`config.mk`:
```
export PLATFORM = sky130hd
export DESIGN_NAME = lifo_frame_reverser
export DESIGN_NICKNAME = d
export VERILOG_FILES = /design/src/rtl/lifo_frame_reverser.sv
export SDC_FILE = /design/constraint.sdc
export NUM_CORES = 1
export LEC_CHECK = 0
export BUFFER_PORTS_ARGS = -buffer_cell sky130_fd_sc_hd__buf_2
export CORE_ASPECT_RATIO = 1.1
export CORE_MARGIN = 1
export CORE_UTILIZATION = 49
export DETAILED_ROUTE_END_ITERATION = 8
export PLACE_DENSITY = 0.95
export SLEW_MARGIN = 10
export SYNTH_ARGS = -nofsm -noshare
export SYNTH_HDL_FRONTEND = slang
export SYNTH_SLANG_ARGS = --single-unit
```
`constraint.sdc`:
```
create_clock -name clk -period 6.6 [get_ports clk]
set_clock_uncertainty 0.15 [all_clocks]
set_input_delay 1.32 -clock clk [delete_from_list [all_inputs] [get_ports clk]]
set_output_delay 1.32 -clock clk [all_outputs]
set_load 0.1 [all_outputs]
```
`src/rtl/lifo_frame_reverser.sv`:
```
// Frame reverser: pushes an in_last-framed byte stream into an external LIFO and pops it back out reversed.
// Optional LIFO_REV_DROP_EN: bytes past DEPTH are discarded and flagged on ovf instead of splitting the frame.
module lifo_frame_reverser #(
    parameter int unsigned DEPTH = 16
) (
    input  logic       clk,
    input  logic       rst,
    input  logic       in_valid,
    input  logic [7:0] in_data,
    input  logic       in_last,
    output logic       in_ready,
    output logic       out_valid,
    output logic [7:0] out_data,
    output logic       out_last,
    input  logic       out_ready,
    output logic       stk_we,
    output logic       stk_re,
    output logic [7:0] stk_din,
    input  logic [7:0] stk_dout,
    input  logic       stk_full,
    input  logic       stk_empty,
    output logic       ovf
);

    localparam int unsigned CW = $clog2(DEPTH) + 1;

    typedef enum logic [1:0] {
        S_FILL,
        S_POP,
        S_LOAD,
        S_SEND
    } state_t;

    state_t        r_state, w_state_nxt;
    logic [CW-1:0] r_cnt, w_cnt_nxt;
    logic          r_out_valid, w_out_valid_nxt;
    logic [7:0]    r_out_data, w_out_data_nxt;
    logic          r_out_last, w_out_last_nxt;
    logic          w_room;
    logic          w_in_ready;
    logic          w_we;
    logic          w_re;
    logic          w_unused;

    // Stack status is informational only; occupancy is tracked by r_cnt.
    assign w_unused = ^{stk_full, stk_empty};
    assign w_room   = (r_cnt < CW'(DEPTH));

`ifdef LIFO_REV_DROP_EN
    logic r_ovf, w_ovf_nxt;
`endif

    always_ff @(posedge clk) begin
        if (rst) begin
            r_state     <= S_FILL;
            r_cnt       <= '0;
            r_out_valid <= 1'b0;
            r_out_data  <= 8'h00;
            r_out_last  <= 1'b0;
`ifdef LIFO_REV_DROP_EN
            r_ovf       <= 1'b0;
`endif
        end else begin
            r_state     <= w_state_nxt;
            r_cnt       <= w_cnt_nxt;
            r_out_valid <= w_out_valid_nxt;
            r_out_data  <= w_out_data_nxt;
            r_out_last  <= w_out_last_nxt;
`ifdef LIFO_REV_DROP_EN
            r_ovf       <= w_ovf_nxt;
`endif
        end
    end

    always_comb begin
        w_state_nxt     = r_state;
        w_cnt_nxt       = r_cnt;
        w_out_valid_nxt = r_out_valid;
        w_out_data_nxt  = r_out_data;
        w_out_last_nxt  = r_out_last;
`ifdef LIFO_REV_DROP_EN
        w_ovf_nxt       = r_ovf;
`endif
        w_in_ready      = 1'b0;
        w_we            = 1'b0;
        w_re            = 1'b0;

        case (r_state)
            S_FILL: begin
`ifdef LIFO_REV_DROP_EN
                w_in_ready = 1'b1;
`else
                w_in_ready = w_room;
`endif
                if (in_valid && w_in_ready) begin
                    if (w_room) begin
                        w_we      = 1'b1;
                        w_cnt_nxt = r_cnt + CW'(1);
                    end
`ifdef LIFO_REV_DROP_EN
                    else begin
                        w_ovf_nxt = 1'b1;
                    end
                    if (in_last) begin
                        w_state_nxt = S_POP;
                    end
`else
                    // A full stack without in_last closes the frame early; the rest forms the next frame.
                    if (in_last || (r_cnt == CW'(DEPTH - 1))) begin
                        w_state_nxt = S_POP;
                    end
`endif
                end
            end
            S_POP: begin
                w_re        = 1'b1;
                w_cnt_nxt   = r_cnt - CW'(1);
                w_state_nxt = S_LOAD;
            end
            S_LOAD: begin
                w_out_data_nxt  = stk_dout;
                w_out_last_nxt  = (r_cnt == '0);
                w_out_valid_nxt = 1'b1;
                w_state_nxt     = S_SEND;
            end
            S_SEND: begin
                if (out_ready) begin
                    w_out_valid_nxt = 1'b0;
                    w_state_nxt     = (r_cnt != '0) ? S_POP : S_FILL;
                end
            end
            default: begin
                w_state_nxt = S_FILL;
            end
        endcase
    end

    assign in_ready  = w_in_ready;
    assign stk_we    = w_we;
    assign stk_re    = w_re;
    assign stk_din   = in_data;
    assign out_valid = r_out_valid;
    assign out_data  = r_out_data;
    assign out_last  = r_out_last;
`ifdef LIFO_REV_DROP_EN
    assign ovf       = r_ovf;
`else
    assign ovf       = 1'b0;
`endif

endmodule

```
==> results.txt <==
CP Data Arrival Time: 2.03 ns
r2r setup slk: 4.21 ns
worst hold start: out_data[1]$_SDFFE_PP0P_
Starting Density: 53.8%
Syn Area/Cell: 9.01 sq um
Layout fillers: 164
max_cap viols: 0
worst flop-to-flop path endpoint: r_cnt[4]$_SDFFE_PP0P_
hold depth: 2
outcome: finished clean
FF+latch count, synth: 17
routed len/inst: 12.7 um
final WL: 1.95 mm
Die Span Y: 49.2 um
# clock sinks: 17
min Tclk post-route: 3.50 ns
CTS clock-pin slew for the worst setup and hold paths: 0.09 ns
Max Transition Viols Final: 0
CTS Hold Buffers Added: 0
worst hold slack: 0.360 ns
Max-slew headroom: 63.8%
first-pass GRT wire length: 3.27 mm
CTS tree: done
DRT Pass-1 Iters: 4
synth warn: 0
RSZ-0062 raised after global routing: false
WP data required: 5.13 ns
pin count of the biggest net entering global routing: 18
fmax: 286 MHz
Site Rows: 16
Mapped Cells: 110
die area: 0.00221 sq mm
htree depth: 1
vias in the first global route: 801
IO Pins: 45
utilization after layout: 59.2%
Buffers on Ports: 25
gpl congestion: 0.751
Post-Syn Nets: 140
Fin. Hold Viols: 0
post-layout net count: 157
PwrDens: 585 mW/mm^2
Core Area: 0.00184 sq mm
final clock period utilization by the worst path: 53.0%
final setup fails: 0
post-synthesis sequential area ratio: 34.3%
Final ANT Viol Nets: 0
Die Width: 44.9 um
CP Capture Type: output pin
leading cell type in the layout, fill and taps excluded: buf_2
clk_lat worst skew: 0.28 ns
area of the mapped netlist: 991 sq um
r2r startpoint: r_state[1]$_SDFFE_PP0P_
Initial DRC Count: 14
vias per cell: 5.32
layout cells sized above 1: 24.6%
Synth async-reset ratio: 0%
Num CTS Buffers: 3
worst vdd ir: 298 uV
worst hold path type: reg -> reg
DR vias: 814
reg2reg path depth: 8
area growth from synthesis to layout: 9.98%
initial antenna violation count: 0
Final HPWL DP: 1.49 mm
ANT cells: 0
nature of the critical path startpoint: input pin
DRC viols: 0
Root Driver: clkbuf_4
Crit Path Class: in -> out
Main synth FF type: dfxtp_1
PostCTS Resize Cnt: 0
Crit Path Max Fanout: 2
CTS max path bufs: 2
Post-CTS Setup Inserts: 0
Tightest Pin Transition: 0.543 ns
GRT Residual Overflow: 0
most frequent cells in the layout: buf_2 (25), dfxtp_1 (17), nor2_1 (15), mux2i_1 (11), ha_1 (7)
Pleak: 0.000499 uW
number of flops mapped to enable cells by yosys: 0
Yosys cell types: 37
Worst Hold Path EP: out_data[1]$_SDFFE_PP0P_
TNS Setup: 0 ns
Total Routing Usage GR: 19.1%
area by class of cell:
type	count	area [sq um]	area share, %
repair buffers	25	125	11.5
inverters	7	27.5	2.53
well taps	27	33.8	3.10
clock buffers	4	26.3	2.41
multi-input cells	73	537	49.3
flip-flops and latches	17	340	31.2
synth_stat cells (2+ instances only):
cell	n	share of area, %
a21oi_1	3	1.5
o21ai_1	2	1.0
a211o_1	2	1.8
nand2_1	4	1.5
ha_1	7	8.8
and3b_1	2	1.8
dfxtp_1	17	34
clkbuf_1	3	1.1
nor2_1	15	5.7
buf_4	10	7.6
xor2_1	2	1.8
nor2b_1	2	1.3
mux2i_1	11	11
inv_1	6	2.3
o21ai_0	2	1.0
per-layer routing:
layer / routed length [um] / vias up / part of all wire [%] / track usage, %
li1: - / 407 / - / -
met1: 845 / 368 / 43 / 22.9
met2: 972 / 37 / 50 / 35.3
met3: 121 / 2 / 6.2 / 1.48
met4: 6 / 0 / 0.31 / 5.05
met5: 0 / - / 0 / 0
cell families after synthesis:
family                   Yosys count  synth area share, %
adder cells (fa/ha/maj)            7                 8.84
flip-flops                        17                 34.3
multiplexers                      11                 11.1
AND/OR/NAND/NOR                   33                 17.0
XOR/XNOR                           3                 2.65
buffers and inverters             20                 11.5
AO/OA/AOI/OAI                     18                 14.1
other                              1                0.378
state kept, by name, indices dropped and copies added, names as in the netlist:
name,cells
r_state,2
out_data,8
r_cnt,5
out_last,1
out_valid,1
report_power, final:
group / switching (uW) / leakage, uW / internal [uW]
clock network: 31.3 / 0.0000150 / 23.4
registers: 34.1 / 0.000138 / 132
logic: 302 / 0.000345 / 114
how the worst max path moves through the flow:
stage | startpoint | to | slack, ns | depth (start not counted)
finish | in_valid | stk_we | 3.10 | 3
global route | in_valid | stk_we | 3.08 | 3
CTS | in_valid | stk_we | 3.11 | 3
detailed placement | in_valid | stk_we | 3.11 | 3
global placement | in_valid | stk_we | 3.11 | 3
floorplan | in_valid | stk_we | 2.99 | 1
critical path, cell delays in order:
cell and delay [ns]:
buf_2 0.08, and3b_1 0.19, buf_2 0.43
metrics by stage:
stage          instances  area [sq um]  worst slack, ns  power [uW]
2_1_floorplan        110           991             2.99         539
3_3_place_gp         149          1060             3.11         563
3_5_place_dp         149          1060             3.11         583
4_1_cts              153          1090             3.11         638
5_1_grt              153          1090             3.08         674
6_report             153          1090             3.10         638
Power figures use the tool's default switching activity.
